File: src/rtl/byte_fetch_ctrl.sv
// rtl/byte_fetch_ctrl.sv - fetch a run of bytes from a sync-read byte memory onto a valid/ready stream
//
// Ports:
//   clk, rst               single clock, synchronous active-high reset
//   start, abort           transfer request (IDLE only) / cancel (any state)
//   base_addr, length      transfer descriptor, sampled with start
//   busy, done             activity flag / one-cycle completion pulse
//   mem_addr, mem_rd_en    read port to the byte memory (data one cycle later)
//   mem_rdata              read data from the byte memory
//   out_data, out_valid    stream byte and valid to the consumer
//   out_ready              stream ready from the consumer

module byte_fetch_ctrl #(
    parameter int DEPTH = 8,
    parameter int AW    = 3,
    parameter int LW    = 4
) (
    input  logic          clk,
    input  logic          rst,
    input  logic          start,
    input  logic          abort,
    input  logic [AW-1:0] base_addr,
    input  logic [LW-1:0] length,
    output logic          busy,
    output logic          done,
    output logic [AW-1:0] mem_addr,
    output logic          mem_rd_en,
    input  logic [7:0]    mem_rdata,
    output logic [7:0]    out_data,
    output logic          out_valid,
    input  logic          out_ready
);

    typedef enum logic [2:0] {
        S_IDLE,
        S_READ,
        S_CAPT,
        S_SEND,
        S_DONE
    } state_t;

    // Highest address before wrap; equals the natural AW-bit rollover when
    // DEPTH is a power of two.
    localparam logic [AW-1:0] ADDR_LAST = AW'(DEPTH - 1);

    state_t        state;
    state_t        state_nxt;
    logic [AW-1:0] addr;
    logic [LW-1:0] rem;
    logic          handshake;

    // out_valid is a pure state decode, so the handshake only needs out_ready.
    assign handshake = (state == S_SEND) && out_ready;

    always_ff @(posedge clk) begin
        if (rst) begin
            state <= S_IDLE;
        end else begin
            state <= state_nxt;
        end
    end

    always_comb begin
        state_nxt = state;
        case (state)
            S_IDLE: begin
                if (start) begin
                    state_nxt = (length != '0) ? S_READ : S_DONE;
                end
            end
            S_READ: state_nxt = S_CAPT;
            S_CAPT: state_nxt = S_SEND;
            S_SEND: begin
                if (handshake) begin
                    // rem is never zero here in normal flow; treating <=1 as
                    // last keeps a corrupted count from looping forever.
                    state_nxt = (rem <= LW'(1)) ? S_DONE : S_READ;
                end
            end
            S_DONE: state_nxt = S_IDLE;
            default: state_nxt = S_IDLE;
        endcase
        if (abort) begin
            state_nxt = S_IDLE;
        end
    end

    always_ff @(posedge clk) begin
        if (rst) begin
            addr     <= '0;
            rem      <= '0;
            out_data <= '0;
        end else if (abort) begin
            rem <= '0;
        end else begin
            case (state)
                S_IDLE: begin
                    if (start) begin
                        addr <= base_addr;
                        rem  <= length;
                    end
                end
                S_CAPT: begin
                    out_data <= mem_rdata;
                end
                S_SEND: begin
                    if (handshake) begin
                        addr <= (addr == ADDR_LAST) ? '0 : addr + 1'b1;
                        if (rem != '0) begin
                            rem <= rem - 1'b1;
                        end
                    end
                end
                default: ;
            endcase
        end
    end

    // All handshake/status outputs come straight from the state register.
    assign mem_addr  = addr;
    assign mem_rd_en = (state == S_READ);
    assign out_valid = (state == S_SEND);
    assign busy      = (state == S_READ) || (state == S_CAPT) || (state == S_SEND);
    assign done      = (state == S_DONE);

endmodule

File: config.mk
export PLATFORM = sky130hd
export DESIGN_NAME = byte_fetch_ctrl
export DESIGN_NICKNAME = d
export VERILOG_FILES = /design/src/rtl/byte_fetch_ctrl.sv
export SDC_FILE = /design/constraint.sdc
export NUM_CORES = 1
export LEC_CHECK = 0
export ABC_AREA = 1
export BUFFER_PORTS_ARGS = -buffer_cell sky130_fd_sc_hd__buf_2
export CORE_ASPECT_RATIO = 1.25
export CORE_MARGIN = 1
export CORE_UTILIZATION = 48
export DETAILED_ROUTE_END_ITERATION = 7
export PLACE_DENSITY = 0.77
export SETUP_SLACK_MARGIN = 0.02
export SYNTH_ARGS = -nofsm -noshare
export SYNTH_HDL_FRONTEND = slang
export SYNTH_SLANG_ARGS = --single-unit
File: constraint.sdc
create_clock -name clk -period 1.5 [get_ports clk]
set_input_delay 0 -clock clk [delete_from_list [all_inputs] [get_ports clk]]
set_output_delay 0 -clock clk [all_outputs]
set_load 0.01 [all_outputs]
==> results of run 1 <==
-- logic make-up after synthesis --
kind of cell	after synthesis	share of synthesized area [%]
compound gates	18	9.32
fa+ha+maj	5	6.30
buf+inv	25	9.82
flops	18	36.3
simple gates	96	38.3
-- area by class of cell --
class / instances / share of cell area (%)
multi-input combinational: 119 / 41.2
tap: 20 / 1.88
sequential: 18 / 27.2
clock buffer: 4 / 2.73
timing repair buffer: 45 / 20.5
inverter: 23 / 6.49
-- routing by layer --
metal	share of wire [%]	vias to the layer above	global-route usage, %
li1	-	595	-
met2	55	38	49.0
met3	4.6	0	4.10
met1	41	485	26.3
met4	0	0	6.25
met5	0	-	0
-- through the flow --
stage / std cells / util (%)
2_1_floorplan: 162 / -
3_3_place_gp: 217 / 61.2
3_5_place_dp: 217 / 61.2
4_1_cts: 229 / 67.2
5_1_grt: 229 / 67.9
6_report: 229 / 67.9
-- critical path: stages, from the launching register on --
cell and delay [ns]:
dfxtp_1 0.40, nand2_1 0.11, nor2_4 0.14, nand2_1 0.11, nand2_1 0.12, inv_2 0.08, nand2_1 0.12, nand2_1 0.07
nand2_1 0.06, nor2_1 0.04
-- sequential cells by signal, indices dropped and copies added, names as in the netlist --
signal    count
out_data      8
rem           4
mem_addr      3
state         3
-- layout by cell type (no fill, tap or decap), drive strengths merged, types with 3 or more instances in the layout --
master,count
dfxtp,18
nand2,46
buf,37
dlygate4sd3,8
nor2,40
inv,23
clkbuf,4
nand3,9
a21oi,3
ha,5
o21ai,13
-- power by group through the flow --
| stage | Combinational, µW | Clock [µW] | Sequential [µW] |
|---|---|---|---|
| floorplan | 122 | 0 | 529 |
| global placement | 187 | 0 | 526 |
| detailed placement | 194 | 0 | 527 |
| CTS | 211 | 299 | 516 |
| global route | 247 | 325 | 520 |
| finish | 213 | 290 | 517 |
-- repair_timing --
item / 4_1_cts / 5_1_grt
hold buffers: 8 / 0
buffers inserted: 0 / 0
resized for setup: 0 / 4
endpoints found under the hold margin: 8 / 0
endpoints found under the setup margin: 0 / 10
-- worst paths after layout --
kind              slack [ns]         from     endpoint  depth (start not counted)
hold / removal          0.02    out_ready     state[0]                          4
setup / recovery        0.15     state[0]       rem[0]                          9
hold reg to reg         0.52  mem_addr[1]  mem_addr[1]                          2
setup reg to reg        0.15     state[0]       rem[0]                          9
==> impl_metrics.ini, run 1 <==
[power_and_ir_drop]
p_leak_uw = 0.000749
p_sw_uw = 281
seq_power_share_pct = 50.7
clockPowerShare_pct = 28.5
vdd_ir_drop_max_uv = 696
power.share.combinational_pct = 20.8
p_int_uw = 739
power.total_uw = 1020
swShare_pct = 27.5
power_density_mw_per_mm2 = 767

[floorplan]
ios = 35
rows = 18
die_x_um = 42.7
die_h_um = 52.9
start_util_pct = 50.7
fp.dieArea_mm2 = 0.00226
fp.coreArea_mm2 = 0.00196

[place]
dpl.hpwl_um = 1880
placed_area_mm2 = 0.00120
place.gp.congestion = 0.812
numPortBuffers = 34
pre_cts_ws_ns = 0.0875

[cells_and_area]
multi_input_area_um2 = 548
area_growth_pct = 33.9
fin_nets = 235
fillers = 157
diodes = 0
regArea_um2 = 362
design_area_mm2 = 0.00133
final_layout_size_suffix_gt1_share_pct = 23.0

[critical_path]
worstPathArrival_ns = 1.54
cp-end-kind = flip-flop
crit_required_ns = 1.69
cp-start-kind = flip-flop
crit_fanout = 7
crit_type = flip-flop to flip-flop

[timing]
fin_tns_setup_ns = 0
fin_crit_ns = 1.35
fin_hold_ws_ns = 0.0189
maxSlewViolCount = 0
clock.fmax_mhz = 742
fin_ws_ns = 0.151
rsz0062_at_grt = no
skew_ns = 0.00155
fin_crit_sh_pct = 89.9
slew_headroom_pct = 71.5
worst_pin_slew_ns = 0.426
finalHoldViolations = 0
setup-violations-final = 0

[global_route]
grt_pass1_vias = 1095
grt_max_degree = 12
grt_antenna_before_repair = 0
grt_remaining_overflow = 0
grt_pass1_wl_um = 4290
grt_usage_pct = 24.7

[drt]
vias = 1118
wl_per_cell_um = 10.7
detail-route-antenna-nets = 0
drcViolationCount = 0
wl_um = 2460
drt-vias-per-instance = 4.88
drt-pass1-iter-count = 4
first_iter_violations = 32

[yosys]
seq_area_frac_synth_pct = 36.3
yosysMostFrequentCell = nand2_1
syn_area_um2 = 993
synth_common_cells = nand2_1 (46), nor2_1 (37), inv_1 (21), dfxtp_1 (18), o21ai_0 (13)
syn_inst = 162
synth_seq_cells = 18
netlist_top_cells_area = dfxtp_1 (36%), nand2_1 (17%), nor2_1 (14%)
synth_top_area_cell = dfxtp_1
synth_edf_count = 0
syn_nets = 187
synth_cell_type_count = 15
async_reset_ff_share_pct = 0
synth_flop_cell = dfxtp_1
synth_top_area_share_pct = 36.3
yosys_warnings = 0
synth.avg_cell_area_um2 = 6.13

[cts]
clock_latency_ns = 0.28
cts_htree_levels = 1
clkTransAtPathRegs_ns = 0.10
tritoncts = built
clk_path_buf_depth = 2
cts_sinks = 18
cts_buffers = 3
root_buffer = clkbuf_4

[run_status]
outcome = finished clean

[job]
drv_cap = 0

[hold_path]
hp-class = input port to flip-flop
Note: power is estimated with default switching activity, not from simulation.
==> run 2, diff against run 1 <==
CORE_ASPECT_RATIO = not set   (was 1.25)
==> run 2 against run 1 <==
Effect of this change: worst hold slack lost 0.0073 ns; total power grew 1.6%; global-route usage shrank 0.42 points; combinational power grew 2%; die area is essentially flat; sequential share of layout area shrank 0.28 points; via count shrank 1.9%; clock power grew 4%; count of clock-buffer cells in the layout is the same; design area grew 1.0%; final cell count grew 3.1%; critical endpoint is now rem[3].
==> impl_metrics.ini, run 2 (synthesis results as in run 1) <==
[run_status]
outcome = finished clean

[cells_and_area]
final_layout_size_suffix_gt1_share_pct = 23.0
fillers = 196
mostFrequentLayoutCells = nand2_1 (45), nor2_1 (37), buf_2 (34), inv_1 (21), dfxtp_1 (17)
diodes = 0
largest-register = out_data
largest_reg_flops = 8
final_common_cell = nand2_1
reg.largest.list = out_data (8), rem (4)
area_growth_pct = 35.3
fin_nets = 235

[global_route]
grt_pass1_vias = 972
grt_max_degree = 12
grt_usage_pct = 24.2
grt_remaining_overflow = 0
grt_antenna_before_repair = 0
grt_pass1_wl_um = 3800

[place]
place.gp.congestion = 0.933
pre_cts_ws_ns = 0.103
numPortBuffers = 34
dpl.hpwl_um = 1830

[floorplan]
fp.dieArea_mm2 = 0.00226
die_h_um = 47.5
fp.coreArea_mm2 = 0.00196
start_util_pct = 50.6
die_x_um = 47.5
ios = 35
rows = 16

[drt]
wl_per_cell_um = 10.4
drt-vias-per-instance = 4.65
detail-route-antenna-nets = 0
wl_um = 2470
first_iter_violations = 13
drcViolationCount = 0
vias = 1097
drt-pass1-iter-count = 4

[cts]
root_buffer = clkbuf_4
cts_buffers = 3
clk_path_buf_depth = 2
cts_htree_levels = 1
clock_latency_ns = 0.30
tritoncts = built
cts_sinks = 18
clkTransAtPathRegs_ns = 0.10
post_cts_buffers = 0

[timing]
worst_pin_slew_ns = 0.414
fin_ws_ns = 0.179
rsz0062_at_grt = no
fin_crit_ns = 1.32
fin_crit_sh_pct = 88.0
clock.fmax_mhz = 757
skew_ns = 0.00618
maxSlewViolCount = 0
slew_headroom_pct = 72.3
setup-violations-final = 0
fin_hold_ws_ns = 0.0116
fin_tns_setup_ns = 0
finalHoldViolations = 0

[critical_path]
worstPathArrival_ns = 1.53
cp-start-kind = flip-flop
slowest_delay_ns = 0.40
slowest_stage = dfxtp_1
worstPathCellList = nand2_1 -> nor2_4 -> nand2_1 -> nand2_1 -> inv_2 -> nand2_2 -> nand2_1 -> nand2_1 -> nor2_1
crit_required_ns = 1.71
worst_path_most_repeated_cell = nand2_1
crit_type = flip-flop to flip-flop
crit_fanout = 7
cp-end-kind = flip-flop

[hold_path]
hp-class = input port to flip-flop

[power_and_ir_drop]
vdd_ir_drop_max_uv = 656
power_density_mw_per_mm2 = 771
p_leak_uw = 0.000750

[job]
drv_cap = 0
[run 2: cell count changes in the layout (fill, tap and decap cells not counted)]
| cell | before | now |
|---|---|---|
| nor2_4 | 2 | 3 |
| nor2_2 | 1 | 0 |
[run 2: worst paths after layout]
check                                    to  depth (start not counted)         from  slack, ns
worst min-delay path               state[0]                          4    out_ready       0.01
worst min register to register  mem_addr[1]                          2  mem_addr[1]       0.52
worst max register to register       rem[3]                          9     state[0]       0.18
worst max-delay path                 rem[3]                          9     state[0]       0.18
[run 2: cell type report]
cell class	instances	area, µm²	area share (%)
clock buffers	4	36.3	2.70
inverters	23	86.3	6.42
multi-input cells	119	553	41.2
repair buffers	45	273	20.3
well taps	27	33.8	2.51
flip-flops and latches	18	362	26.9
[run 2: layer usage]
metal	share of wire (%)	global-route usage (%)	up-vias
met5	0	0	-
met4	1.2	9.71	0
met3	3.5	2.64	4
met2	49	43.3	31
met1	46	29.5	469
li1	-	-	593
[run 2: repair_timing]
action,CTS,global route
resized for setup,0,5
endpoints found under the hold margin,8,0
hold buffers,8,0
setup endpoints to repair,0,13
[run 2: report_power, final]
group / total, µW / switching [µW] / leakage, µW / internal (µW)
registers: 517 / 17.9 / 0.000147 / 499
clock network: 302 / 154 / 0.0000210 / 148
logic: 217 / 123 / 0.000582 / 93.6
[run 2: stage by stage]
stage                     util (%)  instance area [µm²]  std cells  power [µW]
final                         68.5                 1340        236        1040
after global routing          68.5                 1340        236        1110
after CTS                     67.5                 1330        236        1040
after detailed placement      61.6                 1210        224         723
after global placement        61.6                 1210        224         715
after floorplan                  -                  993        162         652
[run 2: worst max-delay path: cells and delay by family (launching register included)]
kind                   cells  cell delay (ns)
and+or+nand+nor            8             0.73
DFF                        1             0.40
buffers and inverters      1             0.10
